File: config.mk
export PLATFORM = sky130hd
export DESIGN_NAME = muldiv_hilo_unit
export DESIGN_NICKNAME = d
export VERILOG_FILES = /design/src/rtl/muldiv_hilo_unit.sv
export SDC_FILE = /design/constraint.sdc
export NUM_CORES = 1
export LEC_CHECK = 0
export ABC_AREA = 1
export CORE_UTILIZATION = 40
export CTS_BUF_LIST = sky130_fd_sc_hd__clkbuf_4
export DETAILED_ROUTE_END_ITERATION = 8
export DONT_BUFFER_PORTS = 1
export PLACE_DENSITY = 0.67
export SLEW_MARGIN = 20
export SYNTH_ARGS = -nofsm -noshare
export SYNTH_HDL_FRONTEND = slang
export SYNTH_SLANG_ARGS = --single-unit
File: constraint.sdc
create_clock -name clk -period 2.6 [get_ports clk]
set_input_delay 0.65 -clock clk [delete_from_list [all_inputs] [get_ports clk]]
set_output_delay 0.65 -clock clk [all_outputs]
set_load 0.01 [all_outputs]
File: src/rtl/muldiv_hilo_unit.sv
// Iterative MULT/MULTU/DIV/DIVU engine that owns the HI/LO pair.
// Operands are reduced to magnitudes up front; signs are reapplied in FIX.
module muldiv_hilo_unit #(
    parameter int WIDTH = 32
) (
    input  logic             clk,
    input  logic             reset,
    input  logic             start,
    input  logic [2:0]       op,
    input  logic [WIDTH-1:0] srca,
    input  logic [WIDTH-1:0] srcb,
    input  logic             flush,
    output logic             busy,
    output logic             done,
    output logic             divzero,
    output logic [WIDTH-1:0] hi,
    output logic [WIDTH-1:0] lo
);
    localparam int CW = $clog2(WIDTH + 1);

    typedef enum logic [1:0] {S_IDLE, S_RUN, S_FIX} state_e;

    state_e               state_q, state_d;
    logic [CW-1:0]        cnt_q, cnt_d;
    logic [2*WIDTH-1:0]   acc_q, acc_d;
    logic [WIDTH-1:0]     mb_q, mb_d;
    logic [WIDTH-1:0]     raw_q, raw_d;
    logic                 is_div_q, is_div_d;
    logic                 dz_q, dz_d;
    logic                 negq_q, negq_d;
    logic                 negr_q, negr_d;
    logic [WIDTH-1:0]     hi_q, hi_d, lo_q, lo_d;
    logic                 busy_q, done_q, done_d, divz_q, divz_d;

    logic                 go, is_sgn;
    logic [WIDTH-1:0]     mag_a, mag_b;
    logic [WIDTH:0]       mul_sum, div_trial;
    logic [2*WIDTH-1:0]   mul_nxt, div_nxt, prod_fix;
    logic [WIDTH-1:0]     quo, rem;

    assign go     = (state_q == S_IDLE) && start && !flush;
    assign is_sgn = !op[2] && !op[0];
    assign mag_a  = (is_sgn && srca[WIDTH-1]) ? -srca : srca;
    assign mag_b  = (is_sgn && srcb[WIDTH-1]) ? -srcb : srcb;

    // Multiply: multiplier sits in the low half and shifts out as the sum shifts in.
    assign mul_sum = {1'b0, acc_q[2*WIDTH-1:WIDTH]} + (acc_q[0] ? {1'b0, mb_q} : '0);
    assign mul_nxt = {mul_sum, acc_q[WIDTH-1:1]};

    // Divide: {remainder, dividend/quotient}; quotient bits enter at the bottom.
    assign div_trial = {acc_q[2*WIDTH-1:WIDTH], acc_q[WIDTH-1]} - {1'b0, mb_q};
    assign div_nxt   = {div_trial[WIDTH] ? {acc_q[2*WIDTH-2:WIDTH], acc_q[WIDTH-1]}
                                         : div_trial[WIDTH-1:0],
                        acc_q[WIDTH-2:0], !div_trial[WIDTH]};

    assign prod_fix = negq_q ? -acc_q : acc_q;
    assign quo      = negq_q ? -acc_q[WIDTH-1:0] : acc_q[WIDTH-1:0];
    assign rem      = negr_q ? -acc_q[2*WIDTH-1:WIDTH] : acc_q[2*WIDTH-1:WIDTH];

    always_ff @(posedge clk or negedge reset) begin
        if (!reset) state_q <= S_IDLE;
        else        state_q <= state_d;
    end

    always_comb begin
        state_d = state_q;
        case (state_q)
            S_IDLE: if (go && !op[2]) state_d = (op[1] && srcb == '0) ? S_FIX : S_RUN;
            S_RUN:  if (flush) state_d = S_IDLE;
                    else if (cnt_q == CW'(1)) state_d = S_FIX;
            S_FIX:  state_d = S_IDLE;
            default: state_d = S_IDLE;
        endcase
    end

    always_comb begin
        cnt_d    = cnt_q;
        acc_d    = acc_q;
        mb_d     = mb_q;
        raw_d    = raw_q;
        is_div_d = is_div_q;
        dz_d     = dz_q;
        negq_d   = negq_q;
        negr_d   = negr_q;
        hi_d     = hi_q;
        lo_d     = lo_q;
        done_d   = 1'b0;
        divz_d   = 1'b0;
        case (state_q)
            S_IDLE: if (go) begin
                if (op == 3'b100) hi_d = srca;
                if (op == 3'b101) lo_d = srca;
                if (!op[2]) begin
                    acc_d    = {{WIDTH{1'b0}}, mag_a};
                    mb_d     = mag_b;
                    raw_d    = srca;
                    is_div_d = op[1];
                    dz_d     = op[1] && (srcb == '0);
                    negq_d   = is_sgn && (srca[WIDTH-1] ^ srcb[WIDTH-1]);
                    negr_d   = is_sgn && srca[WIDTH-1];
                    cnt_d    = CW'(WIDTH);
                end
            end
            S_RUN: if (!flush) begin
                acc_d = is_div_q ? div_nxt : mul_nxt;
                cnt_d = cnt_q - CW'(1);
            end
            S_FIX: if (!flush) begin
                done_d = 1'b1;
                divz_d = dz_q;
                if (dz_q) begin
                    hi_d = raw_q;
                    lo_d = '1;
                end else if (is_div_q) begin
                    hi_d = rem;
                    lo_d = quo;
                end else begin
                    hi_d = prod_fix[2*WIDTH-1:WIDTH];
                    lo_d = prod_fix[WIDTH-1:0];
                end
            end
            default: ;
        endcase
    end

    always_ff @(posedge clk or negedge reset) begin
        if (!reset) begin
            cnt_q    <= '0;
            acc_q    <= '0;
            mb_q     <= '0;
            raw_q    <= '0;
            is_div_q <= 1'b0;
            dz_q     <= 1'b0;
            negq_q   <= 1'b0;
            negr_q   <= 1'b0;
            hi_q     <= '0;
            lo_q     <= '0;
            busy_q   <= 1'b0;
            done_q   <= 1'b0;
            divz_q   <= 1'b0;
        end else begin
            cnt_q    <= cnt_d;
            acc_q    <= acc_d;
            mb_q     <= mb_d;
            raw_q    <= raw_d;
            is_div_q <= is_div_d;
            dz_q     <= dz_d;
            negq_q   <= negq_d;
            negr_q   <= negr_d;
            hi_q     <= hi_d;
            lo_q     <= lo_d;
            busy_q   <= (state_d != S_IDLE);
            done_q   <= done_d;
            divz_q   <= divz_d;
        end
    end

    assign busy    = busy_q;
    assign done    = done_q;
    assign divzero = divz_q;
    assign hi      = hi_q;
    assign lo      = lo_q;
endmodule

==> flow_summary.toml, run 1 <==
[critical_path]
crit_buf_inv = 2
setup.reg_to_reg.worst_slack_ns = 0.09
slowest_delay_ns = 0.42
crit_family = "simple AND/OR/NAND/NOR gates"
cp_max_fo = 7
worst-r2r-cell-count = 18
critPathRequiredTime_ns = 3.28
cp_cell_sequence = "ha_4 > fa_2 > inv_1 > nand3_2 > nand2_4 > nand2_2 > nand2_2 > nand2_1 > nand2_2 > nand3_4 > nand2_4 > nand2_4 > nand2_8 > clkbuf_16 > nand2_1 > nand3_1 > nand2_1 > nand2_1"
critical_path.slowest_cell = "sky130_fd_sc_hd__dfrtp_1"
critPathLaunchType = "flip-flop"
worst_r2r_endpoint = "acc_q[46]$_DFFE_PN0P_"
worst-setup-path-type = "flip-flop to flip-flop"
worst_path_most_repeated_cell = "sky130_fd_sc_hd__nand2_1"
worst_ep_arrival_time_ns = 3.20
critical_path.endpoint_type = "flip-flop"
timing.rr.start = "mb_q[0]$_DFFE_PN0P_"

[synth]
ys_types = 46
synth_enable_flop_cells = 0
synth.ff_latch_count = 207
synth-warning-count = 0
ys_seq_area_frac = 0.2753
ys_dominant_reg_cell = "sky130_fd_sc_hd__dfrtp_1"
yosys.area.top_type = "sky130_fd_sc_hd__dfrtp_1"
syn-instance-count = 3161
postSynthAreaPerCell_sq_um = 5.952
synth_async_sr_flop_share = 1.000
synth.cell_area_sq_um = 18810
syn_nets = 3304
post-synth-top-area-fraction = 0.2753
synthTopCellsByArea = "sky130_fd_sc_hd__dfrtp_1 28%, sky130_fd_sc_hd__nand2_1 18%, sky130_fd_sc_hd__inv_1 8.5%"

[clock_tree]
clk_transition_reported_paths_ns = 0.07
cts-buffers-inserted = 57
clock_tree.htree_level_count = 2
clk-insertion-delay-late_ns = 0.76
cts_tree = "built"
cts-root-to-sink-buffers = 3
clock_sinks = 207
holdBufCountCts = 16
clockRootBuffer = "sky130_fd_sc_hd__clkbuf_4"

[timing]
finalHoldViolations = 207
finalCriticalPeriod_ns = 2.512
final.hold.worst_slack_ns = -0.4030
max_slew.worst_pin.slew_ns = 0.7274
fin_skew_ns = 0.03377
timing.final.crit_share = 0.9663
timing.final.max_slew_violations = 0
setup_violations = 0
unrepaired_setup_endpoints_after_global_routing = "true"
maxSlewHeadroom = 0.5151
max_freq_mhz = 398.0

[routing]
drt-vias-per-instance = 5.484
num_vias = 21680
antenna_violating_nets_remaining = 0
detail_route.wl_per_cell_um = 18.64
drcViolationCount = 0
detail_route.first_pass.iterations = 6
drt_first_iter_violations = 2821
wl_mm = 73.67

[die]
num_rows = 79
initial_util = 0.4050
fp.dieArea_sq_um = 47900
io_pins = 138
die_h_um = 218.9
floorplan.core_area_sq_um = 46460
die_w_um = 218.9

[grt]
largest_net_degree_at_the_start_of_global_routing = 208
global_route.overflow_total = 0
wire_length_of_the_first_global_routing_pass_mm = 111.1
via_count_of_the_first_global_routing_pass = 19370
tot_gr_track_use = 0.2978
grt_antenna_before_repair = 2

[place]
hpwl_mm = 55.99
port_buffers = 0
placement.cell_area_sq_um = 20380
gp_congestion = 0.9978

[outcome]
failed_checks = "negative hold slack"
status = "finished, violations left"

[cells_and_area]
nets = 3447
drive_above_1_share = 0.1247
finish.utilization = 0.4742
final_area_sq_um = 22030
areaGrowthSynthToFinish_pct = 17.10

[pwr]
power.ir.vdd_worst_uv = 531.7
finalPower_mw = 25.91
p_leak_nw = 11.36
power.density_nw_per_um2 = 1176

[run]
maxCapViolCount = 0

[hold_path]
hold_path.class = "primary input to asynchronous set/reset pin"
[synth_stat cells, drive strengths merged, types with 7 or more instances]
cell type  count
o21ai        267
nor3          32
ha            70
xor2          39
nand3b        16
buf           53
a31oi         29
o21bai        12
a22oi          7
nand2        921
clkbuf        57
nand3        237
xnor2         15
inv          431
o31ai          8
nor2         436
nand4         38
dfrtp        207
a21oi        257
[flip-flops by register name (all words and copies together) (netlist names)]
signal and cells:
acc_q 64, hi 32, lo 32, mb_q 32, raw_q 32, cnt_q 6, state_q 2, busy 1
divzero 1, done 1, dz_q 1, is_div_q 1, negq_q 1, negr_q 1
[cell usage in the layout (no fill, tap or decap), drive strengths merged, types with 70 or more instances in the layout]
cell type and instances:
nand2 922, nor2 436, inv 431, o21ai 267, a21oi 257, nand3 237
dfrtp 207, buf 173, clkbuf 85, ha 70
[worst max path at each step]
stage,cells past startpoint,slack [ns],endpoint,startpoint
after floorplan,21,0.13,acc_q[59]$_DFFE_PN0P_,acc_q[0]$_DFFE_PN0P_
after global placement,17,0.004,acc_q[52]$_DFFE_PN0P_,acc_q[0]$_DFFE_PN0P_
after detailed placement,17,-0.04,acc_q[52]$_DFFE_PN0P_,acc_q[0]$_DFFE_PN0P_
after CTS,15,0.01,acc_q[58]$_DFFE_PN0P_,acc_q[0]$_DFFE_PN0P_
after global routing,17,-0.03,acc_q[43]$_DFFE_PN0P_,mb_q[8]$_DFFE_PN0P_
final,18,0.09,acc_q[46]$_DFFE_PN0P_,mb_q[0]$_DFFE_PN0P_
[worst register-to-register path, delay by kind of cell (launching register included)]
| family | cells | cell delay (ns) |
|---|---|---|
| fa+ha+maj | 2 | 0.58 |
| buf+inv | 2 | 0.26 |
| flops | 1 | 0.42 |
| simple gates | 14 | 1.19 |
[metrics by stage]
step	setup TNS (ns)	hold slack [ns]	setup slack (ns)	instances
after global placement	0	0.3616	0.003648	3815
after global routing	-0.3373	-0.4568	-0.03100	3953
after CTS	0	-0.4618	0.01257	3931
final	0	-0.4030	0.08774	3953
after detailed placement	-0.08506	0.3593	-0.03973	3815
after floorplan	0	0.3544	0.1274	3161
[routing by layer]
| metal | vias to the layer above | GRT usage | wire length (um) |
|---|---|---|---|
| met4 | 0 | 0.08981 | 2232 |
| met1 | 9960 | 0.4269 | 32380 |
| met2 | 1078 | 0.4554 | 32000 |
| met3 | 157 | 0.04809 | 7061 |
| met5 | - | 0 | 0 |
| li1 | 10480 | - | - |
[layout make-up]
| class | instances | area, sq um |
|---|---|---|
| fill | 4991 | 24430 |
| multi-input combinational | 2410 | 12000 |
| sequential | 207 | 5204 |
| timing repair buffer | 193 | 1715 |
| inverter | 435 | 1634 |
| tap | 607 | 759.5 |
| clock buffer | 81 | 608.1 |
| clock inverter | 19 | 106.4 |
| antenna | 1 | 2.502 |
[cell families after synthesis]
group,count (synthesis),share of synthesized area
and+or+nand+nor,1692,0.3713
AOI/OAI and AO/OA,591,0.1651
buffers and inverters,545,0.1145
DFF,207,0.2753
adders and majority gates,72,0.04868
xor gates and xnor gates,54,0.02514
[timing repair]
action                                  in CTS  in global routing
setup buffers                                0                 14
cloned                                       0                  7
resized for setup                            1                132
pin swaps                                    0                 15
endpoints found under the hold margin      225                207
endpoints found under the setup margin       4                 46
[power by group]
part	total [mW]	internal (mW)	switching, mW
combinational	16.8	6.32	10.5
sequential	6.02	4.46	1.56
clock	3.06	1.53	1.53
total	25.9	12.3	13.6
Note: power is estimated with default switching activity, not from simulation.
==> inputs of run 2 (changes only) <==
--- a/config.mk
+++ b/config.mk
@@ -7,7 +7,7 @@
 export LEC_CHECK = 0
 export ABC_AREA = 1
 export CORE_UTILIZATION = 40
-export CTS_BUF_LIST = sky130_fd_sc_hd__clkbuf_4
+export CTS_BUF_LIST = sky130_fd_sc_hd__clkbuf_2 sky130_fd_sc_hd__clkbuf_4 sky130_fd_sc_hd__clkbuf_8
 export DETAILED_ROUTE_END_ITERATION = 8
 export DONT_BUFFER_PORTS = 1
 export PLACE_DENSITY = 0.67
==> run 2 against run 1 <==
The flow still finishes with violations (negative hold slack). Design area shrank 0.36%. Non-clock buffer count shrank 17. Core utilization shrank 0.17 points. Worst hold slack gained 0.19 ns. Wire length shrank 0.48%. Sequential cell count is the same. Worst setup slack lost 0.029 ns. Register-to-register slack lost 0.03 ns. Sequential power is essentially flat. Fmax shrank 1.2%.
==> flow_summary.toml, run 2 (synthesis gave the netlist of run 1 again) <==
[timing]
max_slew.worst_pin.slew_ns = 0.7836
maxSlewHeadroom = 0.4776
timing.final.crit_share = 0.9776
timing.final.max_slew_violations = 0
unrepaired_setup_endpoints_after_global_routing = "true"
max_freq_mhz = 393.4
finalHoldViolations = 207
setup_violations = 0
fin_skew_ns = 0.01953
final.hold.worst_slack_ns = -0.2153
finalCriticalPeriod_ns = 2.542

[pwr]
finalPower_mw = 26.24
power_switching_share = 0.5166
internal-power_mw = 12.69
p_leak_nw = 11.28
power.ir.vdd_worst_uv = 545.0
seq_power_share = 0.229
power.net_switching_mw = 13.56
comb_power_share = 0.639
power.density_nw_per_um2 = 1196
clkPwrFrac = 0.132

[die]
io_pins = 138
initial_util = 0.4050
die_h_um = 218.9
die_w_um = 218.9
floorplan.core_area_sq_um = 46460
num_rows = 79
fp.dieArea_sq_um = 47900

[clock_tree]
cts-buffers-inserted = 38
clk_transition_reported_paths_ns = 0.07
cts-root-to-sink-buffers = 3
clock_tree.htree_level_count = 2
clockRootBuffer = "sky130_fd_sc_hd__clkbuf_8"
clock_sinks = 207
cts_tree = "built"
clk-insertion-delay-late_ns = 0.58

[hold_path]
hold_path.class = "primary input to asynchronous set/reset pin"

[grt]
wire_length_of_the_first_global_routing_pass_mm = 110.4
tot_gr_track_use = 0.2961
grt_antenna_before_repair = 1
largest_net_degree_at_the_start_of_global_routing = 208
via_count_of_the_first_global_routing_pass = 19140
global_route.overflow_total = 0

[cells_and_area]
finish.utilization = 0.4725
largest-register = "acc_q"
area_of_combinational_cells_with_multiple_inputs_sq_um = 11990
seqCellArea_sq_um = 5204
insertedDiodeCount = 0
fillCellCount = 4962
drive_above_1_share = 0.1201
largest_reg_flops = 64
nets = 3411
areaGrowthSynthToFinish_pct = 16.68
mostFrequentLayoutCell = "sky130_fd_sc_hd__nand2_1"
final_cell_mix = "891 x sky130_fd_sc_hd__nand2_1, 421 x sky130_fd_sc_hd__inv_1, 412 x sky130_fd_sc_hd__nor2_1"

[routing]
drcViolationCount = 0
drt_first_iter_violations = 2697
wl_mm = 73.32
drt-vias-per-instance = 5.483
detail_route.wl_per_cell_um = 18.78
detail_route.first_pass.iterations = 6
antenna_violating_nets_remaining = 0
num_vias = 21400

[critical_path]
worst_ep_arrival_time_ns = 3.06
worst-setup-path-type = "flip-flop to flip-flop"
critPathLaunchType = "flip-flop"
cp_max_fo = 7
critPathRequiredTime_ns = 3.12
critical_path.endpoint_type = "flip-flop"

[run]
maxCapViolCount = 0

[outcome]
failed_checks = "negative hold slack"
status = "finished, violations left"

[place]
gp_congestion = 0.9978
port_buffers = 0
hpwl_mm = 55.99
run 2: metal layers:
layer,track usage,vias up,share of wire
met5,0,-,0
met4,0.09282,0,0.034
met3,0.04754,145,0.092
met2,0.4520,983,0.43
met1,0.4241,9905,0.44
li1,-,10370,-
run 2: timing repair:
| item | 4_1_cts | 5_1_grt |
|---|---|---|
| pin swaps | 0 | 14 |
| resized for setup | 1 | 127 |
| endpoints found under the setup margin | 4 | 47 |
| hold endpoints to repair | 207 | 207 |
| cloned | 0 | 7 |
| buffers inserted | 0 | 13 |
run 2: critical path: stages (launching register included):
cell and delay, ns:
sky130_fd_sc_hd__dfrtp_1 0.42, sky130_fd_sc_hd__ha_4 0.18, sky130_fd_sc_hd__fa_2 0.41, sky130_fd_sc_hd__inv_2 0.07, sky130_fd_sc_hd__nand3_2 0.08, sky130_fd_sc_hd__nand2_4 0.10
sky130_fd_sc_hd__nand2_2 0.05, sky130_fd_sc_hd__nand2_2 0.07, sky130_fd_sc_hd__nand2_1 0.06, sky130_fd_sc_hd__nand2_2 0.10, sky130_fd_sc_hd__nand3_4 0.12, sky130_fd_sc_hd__nand2_4 0.13
sky130_fd_sc_hd__nand2_4 0.08, sky130_fd_sc_hd__nand2_8 0.16, sky130_fd_sc_hd__clkbuf_16 0.16, sky130_fd_sc_hd__nand2_1 0.05, sky130_fd_sc_hd__nand3_1 0.09, sky130_fd_sc_hd__nand2_1 0.08
sky130_fd_sc_hd__nand2_1 0.06
run 2: power by group through the flow:
stage | combinational (mW) | clock, mW | sequential [mW]
detailed placement | 14.8 | 0 | 5.98
floorplan | 9.75 | 0 | 5.63
global route | 18.4 | 3.64 | 6.17
global placement | 14.7 | 0 | 5.95
finish | 16.8 | 3.47 | 6.01
CTS | 14.8 | 3.50 | 5.93
run 2: final cells by class:
| class | instances | area share |
|---|---|---|
| Tap cell | 607 | 0.03460 |
| Clock inverter | 10 | 0.003534 |
| Clock buffer | 59 | 0.03386 |
| Inverter | 435 | 0.07444 |
| Sequential cell | 207 | 0.2371 |
| Multi-Input combinational cell | 2410 | 0.5462 |
| Timing Repair Buffer | 176 | 0.07034 |
run 2: through the flow:
step / worst slack (ns) / TNS (ns) / instances / area [sq um] / hold WS, ns
4_1_cts: 0.004954 / 0 / 3884 / 21200 / -0.2539
3_5_place_dp: -0.03973 / -0.08506 / 3815 / 20380 / 0.3593
2_1_floorplan: 0.1274 / 0 / 3161 / 18810 / 0.3544
6_report: 0.05825 / 0 / 3904 / 21950 / -0.2153
3_3_place_gp: 0.003648 / 0 / 3815 / 20380 / 0.3616
5_1_grt: -0.04683 / -0.3178 / 3904 / 21950 / -0.2474
run 2: path summary, 6_finish.rpt:
path	from	end	slack, ns	cells past startpoint
hold / removal	reset	lo[13]$_DFFE_PN0P_	-0.22	0
hold reg to reg	acc_q[1]$_DFFE_PN0P_	acc_q[1]$_DFFE_PN0P_	0.49	2
setup / recovery	mb_q[0]$_DFFE_PN0P_	acc_q[48]$_DFFE_PN0P_	0.06	18
min in group clk	flush	done$_DFF_PN0_	0.16	1
max in group asynchronous	reset	mb_q[5]$_DFFE_PN0P_	2.12	0
setup reg to reg	mb_q[0]$_DFFE_PN0P_	acc_q[48]$_DFFE_PN0P_	0.06	18
==> inputs of run 3 (changes only) <==
--- a/config.mk
+++ b/config.mk
@@ -5,9 +5,9 @@
 export SDC_FILE = /design/constraint.sdc
 export NUM_CORES = 1
 export LEC_CHECK = 0
-export ABC_AREA = 1
 export CORE_UTILIZATION = 40
 export CTS_BUF_LIST = sky130_fd_sc_hd__clkbuf_2 sky130_fd_sc_hd__clkbuf_4 sky130_fd_sc_hd__clkbuf_8
+export CTS_CLUSTER_DIAMETER = 80
 export DETAILED_ROUTE_END_ITERATION = 8
 export DONT_BUFFER_PORTS = 1
 export PLACE_DENSITY = 0.67
==> run 3 against run 2 <==
The flow finishes with violations (negative hold slack, negative setup slack). Critical endpoint is now acc_q[63]$_DFFE_PN0P_. Global-route usage decreased by 1.0 points. Critical path type unchanged. Largest power group unchanged. Via count decreased by 22%. Non-clock buffer count increased by 222. Combinational power decreased by 4%.
==> flow_summary.toml, run 3 <==
[pwr]
seq_power_share = 0.207
finalPower_mw = 24.94
power.ir.vdd_worst_uv = 687.4
p_leak_nw = 9.944
power.density_nw_per_um2 = 1153
internal-power_mw = 14.02
comb_power_share = 0.644
clkPwrFrac = 0.148
power.net_switching_mw = 10.92
power_switching_share = 0.4380

[routing]
drt-vias-per-instance = 5.745
num_vias = 16710
detail_route.wl_per_cell_um = 20.39
wl_mm = 59.30
detail_route.first_pass.iterations = 6
drcViolationCount = 0
drt_first_iter_violations = 1268
antenna_violating_nets_remaining = 0

[place]
hpwl_mm = 43.77
port_buffers = 0
gp_congestion = 0.9606

[clock_tree]
cts-buffers-inserted = 41
clock_tree.htree_level_count = 2
clk-insertion-delay-late_ns = 0.63
clockRootBuffer = "sky130_fd_sc_hd__clkbuf_8"
clk_transition_reported_paths_ns = 0.07
cts-root-to-sink-buffers = 3
clock_sinks = 207
cts_tree = "built"

[critical_path]
critPathRequiredTime_ns = 3.15
crit_path_start = "acc_q[0]$_DFFE_PN0P_"
setup.reg_to_reg.worst_slack_ns = -0.54
critical_path.endpoint_type = "flip-flop"
timing.rr.start = "acc_q[0]$_DFFE_PN0P_"
worst-setup-path-type = "flip-flop to flip-flop"
critPathLaunchType = "flip-flop"
cp_max_fo = 3
worst_ep_arrival_time_ns = 3.69

[synth]
synth_enable_flop_cells = 0
syn-instance-count = 2041
synth_most_common_cell = "sky130_fd_sc_hd__nand2_1"
ys_seq_area_frac = 0.3227
synth.cells.most_frequent = "324 x sky130_fd_sc_hd__nand2_1, 223 x sky130_fd_sc_hd__o21ai_0, 207 x sky130_fd_sc_hd__dfrtp_1, 150 x sky130_fd_sc_hd__nor2_1, 112 x sky130_fd_sc_hd__a21oi_1"
ys_types = 77
synth.ff_latch_count = 207
syn_nets = 2184
yosys.area.top_type = "sky130_fd_sc_hd__dfrtp_1"
synth_async_sr_flop_share = 1.000
synthTopCellsByArea = "sky130_fd_sc_hd__dfrtp_1 32%, sky130_fd_sc_hd__nand2_1 7.6%, sky130_fd_sc_hd__o21ai_0 7.0%"
synth.cell_area_sq_um = 16050
post-synth-top-area-fraction = 0.3227
postSynthAreaPerCell_sq_um = 7.865
synth-warning-count = 0
ys_dominant_reg_cell = "sky130_fd_sc_hd__dfrtp_1"

[timing]
timing.final.crit_share = 1.206
fin_skew_ns = 0.04931
setup_violations = 64
max_slew.worst_pin.slew_ns = 0.7404
max_freq_mhz = 318.9
finalWorstSetupSlack_ns = -0.5360
setup_tns_ns = -12.32
final.hold.worst_slack_ns = -0.2729
finalHoldViolations = 207
unrepaired_setup_endpoints_after_global_routing = "true"
finalCriticalPeriod_ns = 3.136
maxSlewHeadroom = 0.5064
timing.final.max_slew_violations = 0

[grt]
global_route.overflow_total = 0
grt_antenna_before_repair = 0
via_count_of_the_first_global_routing_pass = 16610
wire_length_of_the_first_global_routing_pass_mm = 92.63
tot_gr_track_use = 0.2860
largest_net_degree_at_the_start_of_global_routing = 208

[cells_and_area]
fillCellCount = 3671
largest-register = "acc_q"
nets = 2494
areaGrowthSynthToFinish_pct = 34.72
seqCellArea_sq_um = 5184
finish.utilization = 0.5455
mostFrequentLayoutCell = "sky130_fd_sc_hd__buf_4"
drive_above_1_share = 0.2879
area_of_combinational_cells_with_multiple_inputs_sq_um = 11370
largest_reg_flops = 64
insertedDiodeCount = 0
final_cell_mix = "358 x sky130_fd_sc_hd__buf_4, 319 x sky130_fd_sc_hd__nand2_1, 204 x sky130_fd_sc_hd__dfrtp_1"

[die]
die_w_um = 202.3
initial_util = 0.4050
num_rows = 73
die_h_um = 202.3
floorplan.core_area_sq_um = 39640
fp.dieArea_sq_um = 40940
io_pins = 138

[outcome]
failed_checks = "negative hold slack, negative setup slack"
status = "finished, violations left"

[hold_path]
hold_path.class = "primary input to asynchronous set/reset pin"

[run]
maxCapViolCount = 0
-- run 3: critical path, cell delays in order (launching register included) --
cell                       delay, ns
sky130_fd_sc_hd__dfrtp_2        0.43
sky130_fd_sc_hd__buf_12         0.12
sky130_fd_sc_hd__and2_4         0.14
sky130_fd_sc_hd__ha_4           0.13
sky130_fd_sc_hd__inv_2          0.04
sky130_fd_sc_hd__fa_2           0.39
sky130_fd_sc_hd__nand2b_4       0.17
sky130_fd_sc_hd__a21oi_4        0.18
sky130_fd_sc_hd__o31ai_4        0.08
sky130_fd_sc_hd__a31oi_1        0.19
sky130_fd_sc_hd__buf_4          0.15
sky130_fd_sc_hd__o211ai_1       0.15
sky130_fd_sc_hd__a311oi_1       0.33
sky130_fd_sc_hd__o21ai_1        0.12
sky130_fd_sc_hd__a221o_1        0.32
sky130_fd_sc_hd__o21ai_1        0.13
-- run 3: power by group through the flow --
| stage | clock, mW | combinational (mW) | sequential, mW |
|---|---|---|---|
| after global placement | 0 | 13.4 | 5.16 |
| after detailed placement | 0 | 13.7 | 5.19 |
| after CTS | 3.76 | 15.4 | 5.16 |
| after floorplan | 0 | 7.93 | 5.11 |
| final | 3.70 | 16.1 | 5.17 |
| after global routing | 3.90 | 17.3 | 5.28 |
-- run 3: routing by layer --
layer / track usage / wire length [um]
met1: 0.3596 / 24850
met2: 0.4787 / 28010
met3: 0.05482 / 4150
met4: 0.1182 / 2288
met5: 0 / 0
-- run 3: area by class of cell --
cell class                      count  area share
Sequential cell                   207      0.2397
Clock inverter                     12    0.005554
Tap cell                          525     0.03037
Multi-Input combinational cell   1635      0.5257
Inverter                           68     0.01192
Timing Repair Buffer              398      0.1507
Clock buffer                       63     0.03604
-- run 3: worst paths after layout --
check,depth (start not counted),endpoint
setup / recovery,15,acc_q[63]$_DFFE_PN0P_
hold / removal,0,acc_q[17]$_DFFE_PN0P_
setup reg to reg,15,acc_q[63]$_DFFE_PN0P_
hold reg to reg,2,raw_q[1]$_DFFE_PN0P_
max in group asynchronous,0,mb_q[30]$_DFFE_PN0P_
min in group clk,2,raw_q[17]$_DFFE_PN0P_
-- run 3: kinds of logic after synthesis --
family          Yosys count  share of synthesized area
simple gates            715                     0.2065
compound gates          617                     0.2352
flops                   207                     0.3227
buf+inv                 199                    0.04747
xor+xnor                168                    0.09166
fa+ha+maj                72                    0.05705
mux                      63                    0.03944
-- run 3: what timing repair did --
action,CTS,global route
hold endpoints to repair,207,207
gates cloned,3,0
pin swaps,85,110
buffers inserted,18,22
gates resized for setup,219,94
endpoints found under the setup margin,71,76
-- run 3: per-stage QoR --
stage / area [sq um] / hold slack [ns] / instances / worst slack (ns)
final: 21630 / -0.2729 / 2908 / -0.5360
after global routing: 21630 / -0.2924 / 2908 / -0.6682
after CTS: 21100 / -0.3029 / 2894 / -0.4789
after detailed placement: 19140 / 0.3593 / 2801 / -0.5334
after global placement: 19140 / 0.3591 / 2801 / -0.4743
after floorplan: 16180 / 0.3544 / 2041 / -0.2127
